`src/rtl/hex_ascii_tx_sequencer.sv`:
```
// hex_ascii_tx_sequencer
//   Prints one DATA_W-bit word as ASCII hex text, one character per
//   valid/ready handshake, most-significant nibble first. Optional "0x"
//   prefix (PREFIX_EN) and CR/LF terminator (EOL_EN).
//
// Ports
//   CLK       system clock, rising edge
//   RST_N     asynchronous active-low reset
//   START     frame request, honoured only while BUSY=0
//   DATA      word to print, captured when START is honoured
//   BUSY      frame in progress
//   DONE      one-cycle pulse after the final character transfer
//   TX_DATA   current ASCII character (registered)
//   TX_VALID  TX_DATA valid, held until TX_READY
//   TX_READY  sink ready
//
// Also holds dc_hex_ascii, the nibble-to-ASCII converter (uppercase A-F).

module dc_hex_ascii (
    input  logic [3:0] nib,
    output logic [7:0] asc
);
    // 'A' (0x41) - 10 = 0x37
    always_comb asc = (nib < 4'd10) ? (8'h30 + {4'h0, nib}) : (8'h37 + {4'h0, nib});
endmodule

module hex_ascii_tx_sequencer #(
    parameter int DATA_W    = 32,
    parameter int PREFIX_EN = 1,
    parameter int EOL_EN    = 1
) (
    input  logic              CLK,
    input  logic              RST_N,
    input  logic              START,
    input  logic [DATA_W-1:0] DATA,
    output logic              BUSY,
    output logic              DONE,
    output logic [7:0]        TX_DATA,
    output logic              TX_VALID,
    input  logic              TX_READY
);
    localparam int NIB = DATA_W / 4;
    localparam int CW  = (NIB > 1) ? $clog2(NIB) : 1;

    typedef enum logic [2:0] {IDLE, PFX0, PFX1, DIGIT, CR, LF, FIN} state_t;

    state_t               state;
    logic [NIB-1:0][3:0]  shadow;
    logic [CW-1:0]        cnt;
    logic [CW-1:0]        cnt_m1;
    logic [3:0]           nib;
    logic [7:0]           asc;

    assign cnt_m1 = cnt - CW'(1);

    // Converter input is the nibble for the character presented *next*:
    // the top nibble of DATA when a frame starts, the next lower shadow
    // nibble while stepping digits, otherwise the top shadow nibble
    // (used on the PFX1 -> DIGIT step).
    always_comb begin
        nib = shadow[NIB-1];
        if (state == IDLE || state == FIN)
            nib = DATA[DATA_W-1 -: 4];
        else if (state == DIGIT && cnt != '0)
            nib = shadow[cnt_m1];
    end

    dc_hex_ascii u_hex (
        .nib (nib),
        .asc (asc)
    );

    always_ff @(posedge CLK or negedge RST_N) begin
        if (!RST_N) begin
            state    <= IDLE;
            shadow   <= '0;
            cnt      <= '0;
            TX_DATA  <= 8'h00;
            TX_VALID <= 1'b0;
            BUSY     <= 1'b0;
            DONE     <= 1'b0;
        end else begin
            DONE <= 1'b0;
            case (state)
                // FIN behaves like IDLE for START so frames can run back-to-back
                IDLE, FIN: begin
                    state    <= IDLE;
                    TX_VALID <= 1'b0;
                    BUSY     <= 1'b0;
                    if (START) begin
                        shadow   <= DATA;
                        cnt      <= CW'(NIB - 1);
                        BUSY     <= 1'b1;
                        TX_VALID <= 1'b1;
                        if (PREFIX_EN != 0) begin
                            state   <= PFX0;
                            TX_DATA <= 8'h30;
                        end else begin
                            state   <= DIGIT;
                            TX_DATA <= asc;
                        end
                    end
                end
                PFX0: if (TX_READY) begin
                    state   <= PFX1;
                    TX_DATA <= 8'h78;
                end
                PFX1: if (TX_READY) begin
                    state   <= DIGIT;
                    TX_DATA <= asc;
                end
                DIGIT: if (TX_READY) begin
                    if (cnt != '0) begin
                        cnt     <= cnt_m1;
                        TX_DATA <= asc;
                    end else if (EOL_EN != 0) begin
                        state   <= CR;
                        TX_DATA <= 8'h0D;
                    end else begin
                        state    <= FIN;
                        TX_VALID <= 1'b0;
                        BUSY     <= 1'b0;
                        DONE     <= 1'b1;
                    end
                end
                CR: if (TX_READY) begin
                    state   <= LF;
                    TX_DATA <= 8'h0A;
                end
                LF: if (TX_READY) begin
                    state    <= FIN;
                    TX_VALID <= 1'b0;
                    BUSY     <= 1'b0;
                    DONE     <= 1'b1;
                end
                default: state <= IDLE;
            endcase
        end
    end
endmodule

```
`config.mk`:
```
export PLATFORM = sky130hd
export DESIGN_NAME = hex_ascii_tx_sequencer
export DESIGN_NICKNAME = d
export VERILOG_FILES = /design/src/rtl/hex_ascii_tx_sequencer.sv
export SDC_FILE = /design/constraint.sdc
export NUM_CORES = 1
export LEC_CHECK = 0
export CAP_MARGIN = 20
export CORE_ASPECT_RATIO = 2
export CORE_MARGIN = 4
export CORE_UTILIZATION = 28
export DETAILED_ROUTE_END_ITERATION = 10
export GPL_TIMING_DRIVEN = 0
export MAX_ROUTING_LAYER = met4
export PLACE_DENSITY = 0.56
export SETUP_SLACK_MARGIN = 0.1
export SYNTH_ARGS = -nofsm -noshare
export SYNTH_HDL_FRONTEND = slang
export SYNTH_SLANG_ARGS = --single-unit
```
`constraint.sdc`:
```
create_clock -name CLK -period 4.03 [get_ports CLK]
set_input_delay 1.209 -clock CLK [delete_from_list [all_inputs] [get_ports CLK]]
set_output_delay 1.209 -clock CLK [all_outputs]
set_load 0.05 [all_outputs]
```
* Word-level counts from Yosys, hierarchy flattened *
Index checks and enable logic that the tools add are counted.

cells by class
  add/sub/neg operators = 3
  magnitude comparators = 2
  eq/ne operators = 14
  mux-type cells = 29
  reductions and logical operators = 13

operator list
  kind                 count
  $mux 8               7
  $pmux 8 s5           1
  $mux 3               9
  $pmux 3 s6           1
  $add 6x4->7 const A  2
  $ne 2x2->1 const B   7
  $bmux 4 s3           1
  $mux 4               3
  $reduce_and 6->1     2
  $eq 3x3->1 const B   3
  $eq 3x2->1 const B   2
  $pmux 3 s2           1
  $mux 1               5
  $reduce_bool 5->1    1
  $lt 3x4->1 const B   1
  $lt 4x4->1 const B   1
  $reduce_and 2->1     2
  $reduce_and 4->1     1
  $reduce_bool 2->1    2
  $eq 3x1->1 const B   1
  $logic_not 3->1      1
  $reduce_bool 3->1    1
  $sub 3x1->3 const B  1
  $ne 2x1->1 const B   1
  4 further kinds      4

storage, ports and cells
  register bits = 48
  output and inout bits = 11
  logic and storage cells = 74

* Logic depth before layout (Yosys ltp) *
Gate-level depths: netlist of the first run.

  depth in word-level cells = 10
  gate-level depth with buffers = 13
  mapped depth without buffers = 11

* Modules after synthesis *
A second synthesis of the first run with hierarchy kept.

unflattened totals
  cell total of the unflattened synthesis = 216
  area total of the unflattened synthesis = 2556.2 µm²

modules (own cells, without submodules)
  module                  instances  cells each  area each (µm²)  seq. area each (µm²)
  hex_ascii_tx_sequencer  1          200         2451.1           1201.2
  dc_hex_ascii            1          16          105.1            0.0

* Least setup slack after synthesis of the first run *
OpenSTA, ideal clock, no wires.

  path kind = flip-flop to flip-flop
  from = register cnt[0]
  to = register TX_DATA[1]
  library setup time = 0.090 ns
  arrival = 2.864 ns
  data required time = 3.940 ns
  setup slack = 1.076 ns
  stages on the path, launching flop included = 13
  path buffers = 1
  period minus slack after synthesis = 2.954 ns
  cells stage by stage = dfrtp_1 > buf_6 > inv_1 > ha_1 > xor2_2 > mux4_2 > o2111a_1 > a221o_2 > inv_1 > ha_1 > nand2_1 > o2111ai_1 > o221ai_1

between the ends
  longest elaborated chain between the ends = 10
  elaborated cells on any way between the ends = 15

RTL lines
  what                                       RTL line  source
  from (decl)                                49        logic [CW-1:0] cnt;
  from (signal assigned)                     92        cnt <= CW'(NIB - 1);
  from (signal assigned)                     114       cnt <= cnt_m1;
  $sub 3x1->3                                54        assign cnt_m1 = cnt - CW'(1);
  $bmux 4 s3                                 65        nib = shadow[cnt_m1];
  $mux 4 (not written as such)               65
  $mux 4                                     64        else if (state == DIGIT && cnt != '0)
  $mux 4                                     62        if (state == IDLE || state == FIN)
  $add 6x4->7 or $lt 4x4->1 (tied branches)  24        always_comb asc = (nib < 4'd10) ? (8'h30 + {4'h0, nib}) : (8'h37 + {4'h0, nib});
  $mux 8                                     24
  $mux 8                                     113       if (cnt != '0) begin
  $mux 8                                     112       DIGIT: if (TX_READY) begin
  $pmux 8 s5 (*)                             84        case (state)
  to (signal assigned)                       100       TX_DATA <= asc;
  to (signal assigned)                       110       TX_DATA <= asc;
  to (signal assigned)                       115       TX_DATA <= asc;
  to (decl)                                  38        output logic [7:0] TX_DATA,

Every way passes the cells marked *; elsewhere a longest branch is shown, timed or not. The select of a mux whose other input is x is not followed.
A chain may end at the register's enable or synchronous reset.

* Worst setup path after layout of the first run *
Same ends and word-level chain as after synthesis.

==> impl_metrics.csv, run 1 <==
group,metric,value,unit
global_route,grt_pass1_vias,1933,
sta,worst_slack,0.744,ns
sta,finalClockSkew,0.00416,ns
synthesis,synth_flop_cell,"dfrtp_1",
clock_network,cts_setup_buffers,0,
cells_and_area,synthToLayoutAreaGrowth,29.6,%
cells_and_area,layout_commonest_cell,"dfrtp_1",
cells_and_area,nets,302,
clock_network,clk_pin_slew_worst_paths,0.06,ns
synthesis,seq_area_frac_synth,47.5,%
route,post_drt_wl_per_cell,16.1,um
clock_network,cts_tree,"done",
sta,finalHoldViolCount,0,
sta,fin_crit_sh,81.5,%
synthesis,syn_inst,210,
global_route,grt_pass1_wl,9.76,mm
worst_setup_path,critPathCaptureType,"flip-flop",
placement,place_ws,0.438,ns
worst_setup_path,cp_num_buf_inv,3,
cells_and_area,antenna_cells,0,
placement,place_area,3070,sq um
global_route,antenna_found_initial,0,
worst_setup_path,crit_family,"compound AO/OA/AOI/OAI gates",
clock_network,cts_sinks,47,
sta,setup_viol,0,
sta,timing.fmax,304,MHz
worst_setup_path,cp-start-kind,"flip-flop",
worst_setup_path,crit_required,4.23,ns
clock_network,root_buffer,"clkbuf_16",
clock_network,cts_resized,0,
die,die_w,74.5,um
die,rows,48,
sta,tns,0,ns
pwr,max-vdd-ir-drop,315,uV
worst_setup_path,arrival,3.49,ns
worst_setup_path,criticalPathCategory,"reg -> reg",
sta,grt_setup_unrepaired,"no",
hold_path,hp-class,"reg -> reg",
outcome,status,"complete, no violations",
die,dieArea,10500,sq um
route,drt_first_pass_iters,4,
cells_and_area,final_cell_area,3210,sq um
global_route,overflow,0,
cells_and_area,fillers,907,
worst_setup_path,crit_fanout,10,
synthesis,synthesis.area,2470,sq um
synthesis,ys_warn_count,0,
pwr,power,2.60,mW
cells_and_area,final_cell_mix,"dfrtp_1 (47), clkdlybuf4s50_1 (44), mux2_2 (34)",
die,core,8650,sq um
clock_network,clock_path_buffers,2,
clock_network,hold_buffers,0,
clock_network,htree_levels,2,
run,maxCapViolations,0,
route,ant_nets,0,
placement,hpwl,4.61,mm
placement,io_buffers,45,
pwr,leakage,1.34,nW
global_route,grt_max_degree,40,
worst_setup_path,slowest_stage,"mux4_2",
synthesis,synth_area_per_cell,11.8,sq um
route,drtIter0Drc,109,
route,viasPerCell,4.89,
synthesis,synth_edf_count,0,
synthesis,synth_nets,249,
route,vias,1780,
clock_network,cts_buffers,5,
sta,worstMarginPinSlew,1.21,ns
sta,slew-limit-headroom,19.6,%
die,io_pins,47,
pwr,powerDensity,812,nW/um^2
clock_network,clock_latency,0.29,ns
worst_setup_path,crit_chain,"buf_6 -> inv_1 -> ha_1 -> xor2_2 -> mux4_2 -> o2111a_1 -> a221o_2 -> inv_1 -> ha_1 -> nand2_1 -> o2111ai_1 -> o221ai_1",
sta,hold_ws,0.477,ns
sta,drv_slew,0,
synthesis,synthArstFlopShare,100,%
global_route,grt_use_total,12.6,%
worst_setup_path,cpPeakStageDelay,0.55,ns
route,wl,5.86,mm
route,drc_errors,0,
synthesis,synth.distinct_cells,49,
sta,min_period,3.29,ns
die,start_util,28.6,%
die,fp.dieH,141,um
synthesis,synth_seq_cells,47,
cells_and_area,drive_gt1_share,26.1,%
placement,place_congestion,0.853,
==> path summary, 6_finish.rpt <==
path	startpoint	to	slack [ns]	depth (start not counted)
max	cnt[0]	TX_DATA[1]	0.74	12
min	TX_DATA[3]	TX_DATA[3]	0.48	2
max reg2reg	cnt[0]	TX_DATA[1]	0.74	12
min reg2reg	TX_DATA[3]	TX_DATA[3]	0.48	2
max in group asynchronous	RST_N	shadow[1]	2.77	2
min in group asynchronous	RST_N	shadow[7]	0.77	1
==> report_power, final <==
part | switching, mW | internal, mW | leakage, nW | total, mW
Clock | 0.175 | 0.229 | 0.0669 | 0.404
Sequential | 0.123 | 0.687 | 0.568 | 0.810
Combinational | 0.711 | 0.679 | 0.708 | 1.39
Total | 1.01 | 1.59 | 1.34 | 2.60
==> layer usage <==
| metal | vias to the layer above | track usage, % | wire length (um) | share of wire (%) |
|---|---|---|---|---|
| met5 | - | - | 0 | 0 |
| li1 | 866 | - | - | - |
| met4 | 0 | 5.72 | 191 | 3.3 |
| met2 | 35 | 22.9 | 3380 | 58 |
| met1 | 867 | 12.5 | 2080 | 36 |
| met3 | 12 | 2.28 | 202 | 3.4 |
==> metrics by stage <==
step | std cells | util, %
floorplan | 210 | -
global placement | 355 | 35.3
detailed placement | 356 | 35.4
CTS | 364 | 37.1
global route | 364 | 37.1
finish | 364 | 37.1
==> cell usage after synthesis (2+ instances only) <==
| master | instances | share of area [%] |
|---|---|---|
| a31oi_1 | 2 | 0.51 |
| a21oi_1 | 9 | 1.8 |
| nand2b_1 | 2 | 0.51 |
| a22oi_1 | 2 | 0.61 |
| nor3_1 | 2 | 0.40 |
| buf_2 | 4 | 0.81 |
| mux2i_1 | 7 | 2.8 |
| o2111a_1 | 2 | 0.91 |
| buf_6 | 2 | 0.91 |
| buf_4 | 2 | 0.61 |
| nor2_1 | 14 | 2.1 |
| ha_1 | 3 | 1.5 |
| clkbuf_1 | 3 | 0.45 |
| mux2_2 | 34 | 15 |
| dfrtp_1 | 47 | 48 |
| nor2b_1 | 3 | 0.76 |
| nand2_1 | 17 | 2.6 |
| inv_1 | 5 | 0.76 |
| o21ai_1 | 2 | 0.40 |
| xnor2_1 | 3 | 1.1 |
| o21ai_2 | 2 | 0.71 |
| a221o_1 | 2 | 0.81 |
| o21ai_0 | 5 | 1.0 |
| a221o_2 | 2 | 0.91 |
| nand3_1 | 5 | 1.0 |
| mux4_2 | 6 | 5.5 |
==> worst register-to-register path, cell delays in order (launching register included) <==
cell	delay, ns
dfrtp_1	0.49
buf_6	0.18
inv_1	0.06
ha_1	0.27
xor2_2	0.36
mux4_2	0.55
o2111a_1	0.24
a221o_2	0.37
inv_1	0.08
ha_1	0.23
nand2_1	0.08
o2111ai_1	0.11
o221ai_1	0.18
==> flip-flops by register name (all words and copies together) (netlist names) <==
signal / count
cnt: 3
TX_DATA: 7
TX_VALID: 1
state: 3
DONE: 1
shadow: 32
==> cell type report <==
cell class	instances	area (sq um)	share of cell area, %
buffer	13	80.1	2.50
clock buffer	6	129	4.02
clock inverter	2	12.5	0.390
inverter	5	18.8	0.585
multi-input combinational	145	1200	37.4
sequential	47	1180	36.7
tap	100	125	3.90
timing repair buffer	46	465	14.5
==> kinds of logic after synthesis <==
group,after synthesis,synth area share [%]
buffers and inverters,18,3.99
AND/OR/NAND/NOR,52,10.2
adder cells (fa/ha/maj),3,1.52
other,1,0.152
XOR/XNOR,4,1.72
multiplexers,47,23.8
AO/OA/AOI/OAI,38,11.1
flip-flops,47,47.5
(Power assumes the default switching activity.)
==> inputs of run 2 (changes only) <==
==> constraint.sdc (replaced) <==
create_clock -name CLK -period 3.2 [get_ports CLK]
set_input_delay 0.96 -clock CLK [delete_from_list [all_inputs] [get_ports CLK]]
set_output_delay 0.96 -clock CLK [all_outputs]
set_load 0.05 [all_outputs]
==> run 2 against run 1 <==
Critical path depth is the same. Sequential power grew 26%. Global-route usage is essentially flat. Sequential cell count is the same. Clock power grew 26%. First-iteration DRC count grew 11%. Design area grew 2.1%.
==> impl_metrics.csv, run 2 (same netlist as run 1, synthesis figures left out) <==
group,metric,value,unit
pwr,leakage,1.37,nW
pwr,intPower,2.08,mW
global_route,antenna_found_initial,0,
placement,placed_cells,356,
route,drtIter0Drc,121,
sta,slew-limit-headroom,51.5,%
clock_network,cts_buffers,5,
clock_network,cts_tree,"done",
cells_and_area,multiInputGateArea,1230,sq um
pwr,pwr-share-comb,54.9,%
placement,place_ws,-0.143,ns
cells_and_area,largest_register_ffs,32,
run,maxCapViolations,0,
die,dieArea,10500,sq um
sta,setup_viol,0,
die,io_pins,47,
sta,fin_crit_sh,91.5,%
route,post_drt_wl_per_cell,16.0,um
pwr,power_frac_clock,15.1,%
cells_and_area,seq_area,1180,sq um
die,start_util,28.6,%
worst_setup_path,r2r_setup_slack,0.27,ns
outcome,status,"complete, no violations",
placement,place_congestion,0.853,
pwr,p_switching,1.30,mW
cells_and_area,antenna_cells,0,
worst_setup_path,crit_fanout,10,
pwr,seqPwrFrac,30.0,%
clock_network,root_buffer,"clkbuf_16",
placement,hpwl,4.61,mm
cells_and_area,layout_commonest_cell,"dfrtp_1",
cells_and_area,fillers,898,
worst_setup_path,cp_num_buf_inv,3,
clock_network,htree_levels,2,
clock_network,clock_latency,0.29,ns
worst_setup_path,crit_family,"compound AO/OA/AOI/OAI gates",
worst_setup_path,crit_required,3.40,ns
clock_network,cts_sinks,47,
cells_and_area,reg_top3,"shadow (32), TX_DATA (7)",
hold_path,min_from,"TX_DATA[3]",
global_route,grt_max_degree,40,
worst_setup_path,criticalPathCategory,"reg -> reg",
hold_path,whs_path_depth,2,
route,drt_first_pass_iters,4,
sta,grt_setup_unrepaired,"no",
route,viasPerCell,4.88,
worst_setup_path,slowest_stage,"mux4_2",
sta,finalHoldViolCount,0,
cells_and_area,final_cells,368,
worst_setup_path,reg2reg_depth,12,
pwr,max-vdd-ir-drop,408,uV
clock_network,clock_path_buffers,2,
route,drc_errors,0,
worst_setup_path,cp-start-kind,"flip-flop",
die,die_w,74.5,um
placement,io_buffers,45,
cells_and_area,nets,306,
route,vias,1796,
sta,worst_slack,0.271,ns
global_route,overflow,0,
sta,worstMarginPinSlew,0.728,ns
global_route,grt_pass1_wl,9.75,mm
route,wl,5.89,mm
sta,min_period,2.93,ns
worst_setup_path,crit_chain,"buf_6 -> inv_1 -> ha_4 -> xor2_4 -> mux4_2 -> o2111a_1 -> a221o_2 -> inv_1 -> ha_1 -> nand2_1 -> o2111ai_1 -> o221ai_1",
hold_path,min_to,"TX_DATA[3]",
pwr,switching_share,38.5,%
global_route,grt_use_total,12.6,%
worst_setup_path,rr_startpoint,"cnt[0]",
die,core,8650,sq um
worst_setup_path,arrival,3.13,ns
worst_setup_path,cpPeakStageDelay,0.51,ns
die,rows,48,
route,ant_nets,0,
pwr,powerDensity,1030,nW/um^2
cells_and_area,regMostFlops,"shadow",
die,fp.dieH,141,um
clock_network,clk_pin_slew_worst_paths,0.06,ns
hold_path,hp-class,"reg -> reg",
clock_network,hold_buffers,0,
cells_and_area,synthToLayoutAreaGrowth,32.3,%
global_route,grt_pass1_vias,1936,
worst_setup_path,critPathCaptureType,"flip-flop",
sta,finalClockSkew,0.00389,ns
worst_setup_path,r2r-end,"TX_DATA[1]",
sta,timing.fmax,341,MHz
cells_and_area,final_cell_mix,"dfrtp_1 (46), clkdlybuf4s50_1 (44), mux2_2 (34)",
cells_and_area,drive_gt1_share,29.1,%
sta,drv_slew,0,
worst_setup_path,crit_top_cell,"inv_1",
run 2: metal layers:
metal,global-route usage (%),vias up,wire [um]
met1,12.5,871,2120
met2,22.9,36,3370
met3,2.28,12,206
li1,-,877,-
met5,-,-,0
met4,5.72,0,192
run 2: power by group through the flow:
stage          clock network (mW)  registers (mW)  logic (mW)
2_1_floorplan                   0            1.12        1.22
3_3_place_gp                    0            1.02        1.75
3_5_place_dp                    0            1.03        1.77
4_1_cts                     0.527            1.03        1.80
5_1_grt                     0.553            1.06        2.04
6_report                    0.510            1.02        1.86
run 2: timing repair:
item / CTS / global route
cloned: 0 / 0
endpoints found under the setup margin: 6 / 6
buffers inserted: 1 / 3
resized for setup: 3 / 5
run 2: cell type report:
class	instances	share of cell area [%]
multi-input combinational	145	37.7
inverter	5	0.573
timing repair buffer	50	15.1
clock buffer	6	3.94
tap	100	3.82
buffer	13	2.48
clock inverter	2	0.382
sequential	47	36.0
run 2: worst max-delay path by stage:
stage / slack (ns) / endpoint / cells after the start / start
2_1_floorplan: 0.25 / TX_DATA[1] / 12 / cnt[0]
3_5_place_dp: -0.14 / TX_DATA[4] / 5 / TX_READY
4_1_cts: 0.12 / TX_DATA[1] / 12 / cnt[0]
3_3_place_gp: -0.20 / TX_DATA[2] / 1 / RST_N
6_report: 0.27 / TX_DATA[1] / 12 / cnt[0]
5_1_grt: 0.14 / TX_DATA[1] / 12 / cnt[0]
run 2: worst reg2reg max path, stage by stage (launching register included):
cell and delay (ns):
dfrtp_2 0.43, buf_6 0.15, inv_1 0.12, ha_4 0.20
xor2_4 0.19, mux4_2 0.51, o2111a_1 0.24, a221o_2 0.34
inv_1 0.07, ha_1 0.23, nand2_1 0.07, o2111ai_1 0.11
o221ai_1 0.18
run 2: through the flow:
step	cell area (sq um)	TNS, ns	hold slack [ns]	total power [mW]	util [%]
3_5_place_dp	3070	-0.453	0.473	2.81	35.4
5_1_grt	3270	0	0.523	3.65	37.8
2_1_floorplan	2470	0	0.475	2.34	-
4_1_cts	3230	0	0.487	3.36	37.3
6_report	3270	0	0.476	3.39	37.8
3_3_place_gp	3050	-9.52	0.470	2.78	35.3
==> inputs of run 3 (changes only) <==
--- a/config.mk
+++ b/config.mk
@@ -8,11 +8,11 @@
 export CAP_MARGIN = 20
 export CORE_ASPECT_RATIO = 2
 export CORE_MARGIN = 4
-export CORE_UTILIZATION = 28
+export CORE_UTILIZATION = 50
+export CTS_CLUSTER_SIZE = 14
 export DETAILED_ROUTE_END_ITERATION = 10
 export GPL_TIMING_DRIVEN = 0
-export MAX_ROUTING_LAYER = met4
-export PLACE_DENSITY = 0.56
+export PLACE_DENSITY = 0.85
 export SETUP_SLACK_MARGIN = 0.1
 export SYNTH_ARGS = -nofsm -noshare
 export SYNTH_HDL_FRONTEND = slang
==> run 3 against run 2 <==
Clock-buffer cell count grew 2. Die area shrank 41%. Non-clock buffer count shrank 1. Critical path depth is the same. Global-route usage grew 6.4 points. Critical path type unchanged. First-iteration DRC count shrank 72%. Combinational power shrank 3%. Core utilization grew 28 points. Sequential power is essentially flat. Cell count shrank 12%. Clock power shrank 24%.
==> impl_metrics.csv, run 3 (same netlist as run 1, synthesis figures left out) <==
group,metric,value,unit
clock_network,clk_pin_slew_worst_paths,0.09,ns
clock_network,clock_path_buffers,2,
worst_setup_path,crit_required,3.42,ns
worst_setup_path,cpPeakStageDelay,0.51,ns
pwr,p_switching,1.25,mW
pwr,powerDensity,1010,nW/um^2
cells_and_area,drive_gt1_share,28.5,%
worst_setup_path,cp_num_buf_inv,3,
outcome,status,"complete, no violations",
sta,setup_viol,0,
pwr,leakage,1.35,nW
cells_and_area,final_cell_mix,"dfrtp_1 (46), clkdlybuf4s50_1 (44), mux2_2 (34)",
route,ant_nets,0,
sta,finalClockSkew,0.0102,ns
worst_setup_path,slowest_stage,"mux4_2",
die,start_util,51.3,%
placement,place_congestion,0.831,
route,wl,5.31,mm
global_route,grt_use_total,19.0,%
die,io_pins,47,
placement,place_area,3010,sq um
route,vias,1847,
clock_network,cts_tree,"done",
global_route,antenna_found_initial,0,
pwr,switching_share,39.0,%
sta,finalHoldViolCount,0,
worst_setup_path,crit_top_cell,"inv_1",
global_route,overflow,0,
die,die_w,57.8,um
placement,hpwl,4.14,mm
cells_and_area,largest_register_ffs,32,
route,viasPerCell,5.70,
worst_setup_path,crit_chain,"buf_6 -> inv_1 -> ha_4 -> xor2_4 -> mux4_2 -> o2111a_1 -> a221o_2 -> inv_1 -> ha_1 -> nand2_1 -> o2111ai_1 -> o221ai_1",
pwr,max-vdd-ir-drop,600,uV
sta,tns,0,ns
sta,slew-limit-headroom,54.8,%
worst_setup_path,crit_family,"compound AO/OA/AOI/OAI gates",
cells_and_area,reg_top3,"shadow (32), TX_DATA (7)",
cells_and_area,final_core_util,65.7,%
sta,timing.fmax,338,MHz
sta,worstMarginPinSlew,0.678,ns
sta,grt_setup_unrepaired,"no",
route,drtIter0Drc,34,
worst_setup_path,cp-start-kind,"flip-flop",
run,maxCapViolations,0,
pwr,power_frac_clock,12.1,%
sta,min_period,2.96,ns
die,dieArea,6210,sq um
worst_setup_path,arrival,3.18,ns
route,post_drt_wl_per_cell,16.4,um
global_route,grt_max_degree,42,
hold_path,hp-class,"in -> async",
global_route,global_route.usage.met3,2.76,%
die,rows,36,
clock_network,htree_levels,2,
sta,drv_slew,0,
worst_setup_path,criticalPathCategory,"reg -> reg",
global_route,grt_util_met2,34.9,%
die,fp.dieH,107,um
global_route,grt_pass1_vias,1956,
worst_setup_path,crit_fanout,10,
placement,io_buffers,45,
clock_network,root_buffer,"clkbuf_8",
worst_setup_path,critPathCaptureType,"flip-flop",
pwr,seqPwrFrac,31.8,%
die,core,4820,sq um
global_route,gr-usage-met1,19.4,%
sta,fin_crit_sh,92.5,%
clock_network,hold_buffers,0,
route,drc_errors,0,
clock_network,cts_sinks,47,
clock_network,cts_buffers,5,
cells_and_area,synthToLayoutAreaGrowth,28.0,%
cells_and_area,regMostFlops,"shadow",
cells_and_area,nets,305,
cells_and_area,fillers,369,
pwr,intPower,1.95,mW
pwr,pwr-share-comb,56.1,%
global_route,busiest_layer,"met2",
global_route,grt_pass1_wl,8.92,mm
cells_and_area,antenna_cells,0,
cells_and_area,layout_commonest_cell,"dfrtp_1",
route,drt_first_pass_iters,4,
clock_network,clock_latency,0.30,ns
cells_and_area,final_cell_area,3170,sq um
==> run 3: cell count changes in the layout (fill, tap and decap cells not counted) <==
cell / before / now
clkbuf_16: 5 / 0
buf_4: 6 / 5
clkinvlp_4: 1 / 0
a21oi_2: 1 / 0
clkinv_2: 1 / 0
a21oi_1: 8 / 9
clkbuf_8: 0 / 7
==> run 3: metal layers <==
metal	part of all wire [%]	wire (um)
met2	57	3030
met1	35	1870
met4	4.3	228
met3	3.4	183
met5	0	0
==> run 3: path summary, 6_finish.rpt <==
path | slack [ns] | to | depth (start not counted) | startpoint
min in group CLK | 0.49 | TX_DATA[3] | 2 | TX_DATA[3]
hold reg to reg | 0.49 | TX_DATA[3] | 2 | TX_DATA[3]
setup reg to reg | 0.24 | TX_DATA[1] | 12 | cnt[0]
max in group asynchronous | 2.25 | cnt[0] | 2 | RST_N
hold / removal | 0.48 | TX_DATA[4] | 1 | RST_N
setup / recovery | 0.24 | TX_DATA[1] | 12 | cnt[0]
==> run 3: worst reg2reg max path: cells and delay by family, from the launching register on <==
kind	cells	cell delay, ns
compound gates	4	0.91
mux	1	0.51
fa+ha+maj	2	0.43
flops	1	0.43
buf+inv	3	0.33
xor+xnor	1	0.19
simple gates	1	0.07
==> run 3: power by group through the flow <==
stage | Combinational [mW] | Sequential [mW] | Clock (mW)
3_3_place_gp | 1.69 | 1.02 | 0
3_5_place_dp | 1.74 | 1.04 | 0
5_1_grt | 1.96 | 1.05 | 0.427
6_report | 1.80 | 1.02 | 0.388
4_1_cts | 1.77 | 1.03 | 0.397
2_1_floorplan | 1.22 | 1.12 | 0
==> run 3: area by class of cell <==
cell class                      instances  area [sq um]  share of cell area [%]
Buffer                                 13          81.3                    2.57
Clock buffer                            8           100                    3.16
Inverter                                5          18.8                   0.593
Multi-Input combinational cell        145          1230                    38.8
Sequential cell                        47          1180                    37.2
Tap cell                               57          71.3                    2.25
Timing Repair Buffer                   49           488                    15.4
==> run 3: what timing repair did <==
item | 4_1_cts | 5_1_grt
setup buffers | 1 | 2
resized for setup | 3 | 4
gates cloned | 0 | 0
endpoints found under the setup margin | 5 | 6
==> run 3: through the flow <==
stage	worst slack (ns)	instances	power, mW	hold WS, ns
6_report	0.241	324	3.21	0.484
4_1_cts	0.137	322	3.19	0.483
3_3_place_gp	-0.0593	312	2.71	0.462
5_1_grt	0.119	324	3.44	0.482
2_1_floorplan	0.246	210	2.34	0.475
3_5_place_dp	-0.128	313	2.77	0.473
